### config.mk
export PLATFORM = sky130hd
export DESIGN_NAME = aggregate_stream_flat
export DESIGN_NICKNAME = d
export VERILOG_FILES = /design/src/rtl/aggregate_stream_if.sv /design/src/rtl/aggregate_stream.sv /design/src/flat_wrapper.sv
export SDC_FILE = /design/constraint.sdc
export NUM_CORES = 1
export LEC_CHECK = 0
export BUFFER_PORTS_ARGS = -buffer_cell sky130_fd_sc_hd__buf_2
export CORE_MARGIN = 4
export CORE_UTILIZATION = 60
export CTS_CLUSTER_DIAMETER = 100
export DETAILED_ROUTE_END_ITERATION = 16
export HOLD_SLACK_MARGIN = 0.05
export PLACE_DENSITY_LB_ADDON = 0.15
export SLEW_MARGIN = 5
export SYNTH_ARGS = -nofsm -noshare
export SYNTH_HDL_FRONTEND = slang
export SYNTH_SLANG_ARGS = --single-unit
export TNS_END_PERCENT = 100
### constraint.sdc
create_clock -name clk -period 5.93 [get_ports clk]
set_input_delay 0.593 -clock clk [delete_from_list [all_inputs] [get_ports clk]]
set_output_delay 0.593 -clock clk [all_outputs]
set_load 0.1 [all_outputs]
### src/rtl/aggregate_stream_if.sv
// Stream bundle for aggregate_stream: dibit input side and word output side.
// master is the aggregator's view, slave is the producer/consumer's view.
interface aggregate_stream_if #(
  parameter int unsigned WORD_BITS = 32
) ();
  localparam int unsigned CntW = $clog2(WORD_BITS + 1);

  logic                 axiiv;
  logic [1:0]           axiid;
  logic                 axiov;
  logic [WORD_BITS-1:0] axiod;
  logic [CntW-1:0]      axiocnt;
  logic                 axiol;
  logic                 axiotrunc;
  logic                 axioerr;

  modport master (
    input  axiiv, axiid,
    output axiov, axiod, axiocnt, axiol, axiotrunc, axioerr
  );

  modport slave (
    output axiiv, axiid,
    input  axiov, axiod, axiocnt, axiol, axiotrunc, axioerr
  );
endinterface

### src/rtl/aggregate_stream.sv
// Packs the post-firewall RMII dibit stream into words, dropping the trailing FCS.
// Optional CRC-32 check of each frame is enabled by defining AGGREGATE_STREAM_FCS_CHECK_EN.
module aggregate_stream #(
  parameter int unsigned WORD_BITS = 32,
  parameter int unsigned FCS_BITS  = 32,
  parameter int unsigned MAX_WORDS = 16
) (
  input logic                clk,
  input logic                rst,
  aggregate_stream_if.master bus
);
  localparam int unsigned Dibits = FCS_BITS / 2;
  localparam int unsigned FillW  = $clog2(Dibits + 1);
  localparam int unsigned AccW   = $clog2(WORD_BITS / 2 + 1);
  localparam int unsigned WordsW = $clog2(MAX_WORDS + 1);
  localparam int unsigned CntW   = $clog2(WORD_BITS + 1);

  typedef enum logic [1:0] {StWaitIdle, StIdle, StFrame} state_e;

  state_e               state_q, state_d;
  logic [FillW-1:0]     fill_q, fill_d;
  logic [FCS_BITS-1:0]  dl_q, dl_d;
  logic [WORD_BITS-1:0] acc_q, acc_d;
  logic [AccW-1:0]      acc_cnt_q, acc_cnt_d;
  logic [WORD_BITS-1:0] hold_q, hold_d;
  logic                 hold_vld_q, hold_vld_d;
  logic [WordsW-1:0]    words_q, words_d;
  logic                 trunc_q, trunc_d;

  logic                 ov_q, ov_d, ol_q, ol_d, otrunc_q, otrunc_d, oerr_q, oerr_d;
  logic [WORD_BITS-1:0] od_q, od_d;
  logic [CntW-1:0]      ocnt_q, ocnt_d;

  logic                 take, frame_end, crc_bad;
  logic [1:0]           pop;
  logic [WORD_BITS-1:0] word;
  logic [CntW-1:0]      shamt;

  always_comb begin
    state_d    = state_q;
    fill_d     = fill_q;
    dl_d       = dl_q;
    acc_d      = acc_q;
    acc_cnt_d  = acc_cnt_q;
    hold_d     = hold_q;
    hold_vld_d = hold_vld_q;
    words_d    = words_q;
    trunc_d    = trunc_q;
    ov_d       = 1'b0;
    od_d       = '0;
    ocnt_d     = '0;
    ol_d       = 1'b0;
    otrunc_d   = 1'b0;
    oerr_d     = 1'b0;
    take       = 1'b0;
    frame_end  = 1'b0;
    pop        = dl_q[FCS_BITS-1 -: 2];
    word       = (acc_q << 2) | WORD_BITS'(pop);
    shamt      = CntW'(WORD_BITS) - CntW'({acc_cnt_q, 1'b0});

    unique case (state_q)
      StWaitIdle: if (!bus.axiiv) state_d = StIdle;
      StIdle: begin
        if (bus.axiiv) begin
          state_d = StFrame;
          take    = 1'b1;
        end
      end
      StFrame: begin
        if (bus.axiiv) begin
          take = 1'b1;
        end else begin
          state_d   = StIdle;
          frame_end = 1'b1;
        end
      end
      default: state_d = StWaitIdle;
    endcase

    if (take) begin
      dl_d = (dl_q << 2) | FCS_BITS'(bus.axiid);
      if (fill_q < FillW'(Dibits)) begin
        fill_d = fill_q + 1'b1;
      end else if (words_q == WordsW'(MAX_WORDS)) begin
        trunc_d = 1'b1;
      end else begin
        // A further payload dibit proves the held word is not the last one.
        if (hold_vld_q) begin
          ov_d       = 1'b1;
          od_d       = hold_q;
          ocnt_d     = CntW'(WORD_BITS);
          hold_vld_d = 1'b0;
        end
        if (acc_cnt_q == AccW'(WORD_BITS / 2 - 1)) begin
          hold_d     = word;
          hold_vld_d = 1'b1;
          acc_d      = '0;
          acc_cnt_d  = '0;
          words_d    = words_q + 1'b1;
        end else begin
          acc_d     = word;
          acc_cnt_d = acc_cnt_q + 1'b1;
        end
      end
    end

    if (frame_end) begin
      // A non-empty accumulator implies the held word was already released.
      if (acc_cnt_q != '0) begin
        ov_d     = 1'b1;
        od_d     = acc_q << shamt;
        ocnt_d   = CntW'({acc_cnt_q, 1'b0});
        ol_d     = 1'b1;
        otrunc_d = trunc_q;
        oerr_d   = crc_bad;
      end else if (hold_vld_q) begin
        ov_d     = 1'b1;
        od_d     = hold_q;
        ocnt_d   = CntW'(WORD_BITS);
        ol_d     = 1'b1;
        otrunc_d = trunc_q;
        oerr_d   = crc_bad;
      end
      fill_d     = '0;
      dl_d       = '0;
      acc_d      = '0;
      acc_cnt_d  = '0;
      hold_vld_d = 1'b0;
      words_d    = '0;
      trunc_d    = 1'b0;
    end
  end

  always_ff @(posedge clk or negedge rst) begin
    if (!rst) begin
      state_q    <= StWaitIdle;
      fill_q     <= '0;
      dl_q       <= '0;
      acc_q      <= '0;
      acc_cnt_q  <= '0;
      hold_q     <= '0;
      hold_vld_q <= 1'b0;
      words_q    <= '0;
      trunc_q    <= 1'b0;
      ov_q       <= 1'b0;
      od_q       <= '0;
      ocnt_q     <= '0;
      ol_q       <= 1'b0;
      otrunc_q   <= 1'b0;
      oerr_q     <= 1'b0;
    end else begin
      state_q    <= state_d;
      fill_q     <= fill_d;
      dl_q       <= dl_d;
      acc_q      <= acc_d;
      acc_cnt_q  <= acc_cnt_d;
      hold_q     <= hold_d;
      hold_vld_q <= hold_vld_d;
      words_q    <= words_d;
      trunc_q    <= trunc_d;
      ov_q       <= ov_d;
      od_q       <= od_d;
      ocnt_q     <= ocnt_d;
      ol_q       <= ol_d;
      otrunc_q   <= otrunc_d;
      oerr_q     <= oerr_d;
    end
  end

`ifdef AGGREGATE_STREAM_FCS_CHECK_EN
  logic [31:0] crc_q, crc_d;

  // MSB-first form of the Ethernet CRC, so a good frame leaves 0xC704DD7B.
  function automatic logic [31:0] crc_step(input logic [31:0] c, input logic b);
    return {c[30:0], 1'b0} ^ ((c[31] ^ b) ? 32'h04C1_1DB7 : 32'h0);
  endfunction

  always_comb begin
    crc_d = crc_q;
    if (take)      crc_d = crc_step(crc_step(crc_q, bus.axiid[1]), bus.axiid[0]);
    if (frame_end) crc_d = '1;
  end

  always_ff @(posedge clk or negedge rst) begin
    if (!rst) crc_q <= '1;
    else      crc_q <= crc_d;
  end

  assign crc_bad = (crc_q != 32'hC704_DD7B);
`else
  assign crc_bad = 1'b0;
`endif

  assign bus.axiov     = ov_q;
  assign bus.axiod     = od_q;
  assign bus.axiocnt   = ocnt_q;
  assign bus.axiol     = ol_q;
  assign bus.axiotrunc = otrunc_q;
  assign bus.axioerr   = oerr_q;
endmodule
### src/flat_wrapper.sv
// flat-port wrapper written by rule: the top's interface ports become plain ports
module aggregate_stream_flat 
#(
  parameter int unsigned WORD_BITS = 32,
  parameter int unsigned FCS_BITS  = 32,
  parameter int unsigned MAX_WORDS = 16
)
  (clk, rst, bus_axiiv, bus_axiid, bus_axiov, bus_axiod, bus_axiocnt, bus_axiol, bus_axiotrunc, bus_axioerr);
  aggregate_stream_if #(.WORD_BITS(WORD_BITS)) bus_i ();
  input logic clk;
  input logic rst;
  input wire logic [$bits(bus_i.axiiv)-1:0] bus_axiiv;
  input wire logic [$bits(bus_i.axiid)-1:0] bus_axiid;
  output wire logic [$bits(bus_i.axiov)-1:0] bus_axiov;
  output wire logic [$bits(bus_i.axiod)-1:0] bus_axiod;
  output wire logic [$bits(bus_i.axiocnt)-1:0] bus_axiocnt;
  output wire logic [$bits(bus_i.axiol)-1:0] bus_axiol;
  output wire logic [$bits(bus_i.axiotrunc)-1:0] bus_axiotrunc;
  output wire logic [$bits(bus_i.axioerr)-1:0] bus_axioerr;
  assign bus_i.axiiv = bus_axiiv;
  assign bus_i.axiid = bus_axiid;
  assign bus_axiov = bus_i.axiov;
  assign bus_axiod = bus_i.axiod;
  assign bus_axiocnt = bus_i.axiocnt;
  assign bus_axiol = bus_i.axiol;
  assign bus_axiotrunc = bus_i.axiotrunc;
  assign bus_axioerr = bus_i.axioerr;
  aggregate_stream #(.WORD_BITS(WORD_BITS), .FCS_BITS(FCS_BITS), .MAX_WORDS(MAX_WORDS)) u_core (.clk(clk), .rst(rst), .bus(bus_i));
endmodule
==> results.toml <==
[run_status]
status = "complete, no violations"

[routing]
drtIter0Drc = 345
post_drt_wl_per_cell_um = 20.3
via_per_inst = 6.35
wl_mm = 15.8
first_pass_iters = 5
ant_nets = 0
vias = 4944
drt_drc_violations_left = 0

[placed_design]
place_inst = 746
dp.final_hpwl_mm = 10.1
place_congestion = 0.892
io_buffer_count = 44
dpl-instance-area_mm2 = 0.00742

[sta]
setup_viol = 0
tns_ns = 0
hold_viol_final = 0
slew_viol_final = 0
fin_worst_skew_ns = 0.00759
worst_slew_pin_slew_ns = 1.19
fin_crit_ns = 3.54
fin_crit_sh_pct = 59.7
rsz0062_at_grt = "false"
fmax_ghz = 0.282
slew-limit-headroom_pct = 20.5

[synth]
yosysSeqAreaShare_pct = 54.4
synth_area_per_cell_um2 = 12.1
synth_cell_type_count = 54
yosys_warnings = 0
netlist_area_mm2 = 0.00713
synthFlopType = "dfrtp_1"
synth_seq_cells = 155
synth-edff-count = 0
async_flop_share_pct = 100
syn_inst = 590

[final_layout]
final_cell_mix = "dfrtp_1 (155), a22o_1 (68), nand2_1 (59), mux2_2 (56), buf_2 (43)"
final_common_cell = "dfrtp_1"
area_delta_synth_final_pct = 12.9
nNetsFinal = 638
antenna_cells = 0
stdcell_area_mm2 = 0.00805
fillers = 872
drive_above_1_share_pct = 25.7
instances_no_fill = 778

[pwr]
seqPwrFrac_pct = 44.6
leakagePower_nw = 3.98
peakVddDrop_mv = 0.316
combPwrFrac_pct = 12.6
p_int_mw = 1.96
p_per_area_mw_per_mm2 = 335
switchingPower_mw = 0.736
switching_share_pct = 27.3
p_clk_share_pct = 42.7

[clock_tree]
h-tree-depth = 4
clockBufferDepth = 2
cts_setup_buffers = 0
hold_buffers = 0
clk_pin_slew_ns = 0.06
clk_latency_ns = 0.43
cts-resized-gates = 0
cts.sinks = 155
cts_root_buffer = "clkbuf_16"
cts_tree = "done"
cts_made_buffers = 17

[die]
initial_core_util_pct = 61.9
num_rows = 39
core-area_mm2 = 0.0115
die_y_um = 117
die_area_mm2 = 0.0137
io_pins = 47
die_w_um = 117

[critical_path]
reg2reg_from = "u_core.acc_cnt_q[0]"
end_kind = "flop"
critical-path-top-delay-family = "simple AND/OR/NAND/NOR gates"
crit_type = "reg2reg"
r2r_end = "u_core.bus.axiod[28]"
crit_buf_inv = 3
crit_chain = "buf_4 -> inv_1 -> ha_1 -> nor3b_1 -> ha_1 -> inv_1 -> nand2_1 -> nor3_1 -> nor2b_1 -> a221o_1"
arrival_ns = 3.91
crit_fanout = 30
reg2reg_slack_ns = 2.39
critPathSlowestCell = "nor3_1"
cp.required_ns = 6.30
r2r.worst_path.cells = 10
slowest_delay_ns = 0.61
start_kind = "flop"

[worst_hold_path]
hp-class = "in2async"

[global_routing]
antenna_found_initial = 0
grt_use_total_pct = 25.0
grt_pass1_wl_mm = 25.9
first_global_vias = 5072
grt_max_degree = 105
overflow = 0

[job]
cap_violations = 0
## logic make-up (layout without fill, tap and decap cells)
logic type / count (synthesis) / after routing / synth area share [%]
AOI/OAI and AO/OA: 140 / 140 / 14.8
xor gates and xnor gates: 9 / 9 / 1.53
adders and majority gates: 11 / 11 / 1.93
buffers and inverters: 51 / 95 / 3.33
DFF: 155 / 155 / 54.4
muxes: 91 / 91 / 15.0
other: 1 / 2 / 0.0526
and+or+nand+nor: 132 / 132 / 8.95
## stage by stage
| step | power [mW] | setup WS (ns) | hold WS (ns) | util (%) |
|---|---|---|---|---|
| final | 2.70 | 2.39 | 0.271 | 69.9 |
| after global routing | 2.82 | 2.07 | 0.350 | 69.9 |
| after CTS | 2.72 | 2.40 | 0.311 | 69.9 |
| after detailed placement | 1.56 | 2.42 | 0.460 | 64.4 |
| after global placement | 1.54 | 2.50 | 0.452 | 64.4 |
| after floorplan | 1.47 | 3.09 | 0.297 | - |
## worst max path at each step
stage                                       to  slack (ns)  cells after the start                 from
final                     u_core.bus.axiod[28]        2.39                     10  u_core.acc_cnt_q[0]
after floorplan           u_core.bus.axiod[28]        3.09                     12  u_core.acc_cnt_q[0]
after detailed placement  u_core.bus.axiod[30]        2.42                     10  u_core.acc_cnt_q[0]
after CTS                 u_core.bus.axiod[30]        2.40                     10  u_core.acc_cnt_q[0]
after global placement    u_core.bus.axiod[30]        2.50                     10  u_core.acc_cnt_q[0]
after global routing      u_core.bus.axiod[30]        2.07                     10  u_core.acc_cnt_q[0]
## registers in the layout, summed over array words and instances, names as in the netlist, 2 cells and up
| name | cells |
|---|---|
| u_core.bus.axiod | 32 |
| u_core.words_q | 5 |
| u_core.state_q | 2 |
| u_core.acc_cnt_q | 5 |
| u_core.bus.axiocnt | 5 |
| u_core.fill_q | 5 |
| u_core.dl_q | 32 |
| u_core.acc_q | 32 |
| u_core.hold_q | 32 |
## cells in the mapped netlist, types with 11 or more instances
library cell,instances,area [um2]
dfrtp_1,155,3880
a22o_1,68,596
nand2_1,59,221
mux2_2,56,631
mux2i_1,27,270
nor2_1,26,97.6
buf_2,19,95.1
o21ai_0,19,95.1
clkbuf_1,18,67.6
o21ai_1,12,60.1
ha_1,11,138
## layout make-up
| cell class | count | area, um2 | area share, % |
|---|---|---|---|
| Sequential cell | 155 | 3880 | 48.2 |
| Timing Repair Buffer | 54 | 302 | 3.75 |
| Tap cell | 143 | 179 | 2.22 |
| Clock inverter | 13 | 176 | 2.19 |
| Clock buffer | 19 | 453 | 5.63 |
| Multi-Input combinational cell | 385 | 3030 | 37.6 |
| Inverter | 9 | 33.8 | 0.420 |
## routing by layer
metal	part of all wire, %	GRT usage, %	routed length [um]
met1	42	31.8	6710
met2	49	39.6	7770
met3	4.3	6.17	682
met4	4.1	13.3	646
met5	0	0	0
## power by group through the flow
stage / Combinational [mW] / Sequential (mW) / Clock [mW]
global route: 0.383 / 1.22 / 1.22
finish: 0.341 / 1.20 / 1.15
floorplan: 0.256 / 1.21 / 0
detailed placement: 0.342 / 1.22 / 0
CTS: 0.345 / 1.20 / 1.17
global placement: 0.326 / 1.22 / 0
No activity file was read; power rests on OpenSTA's default activity.
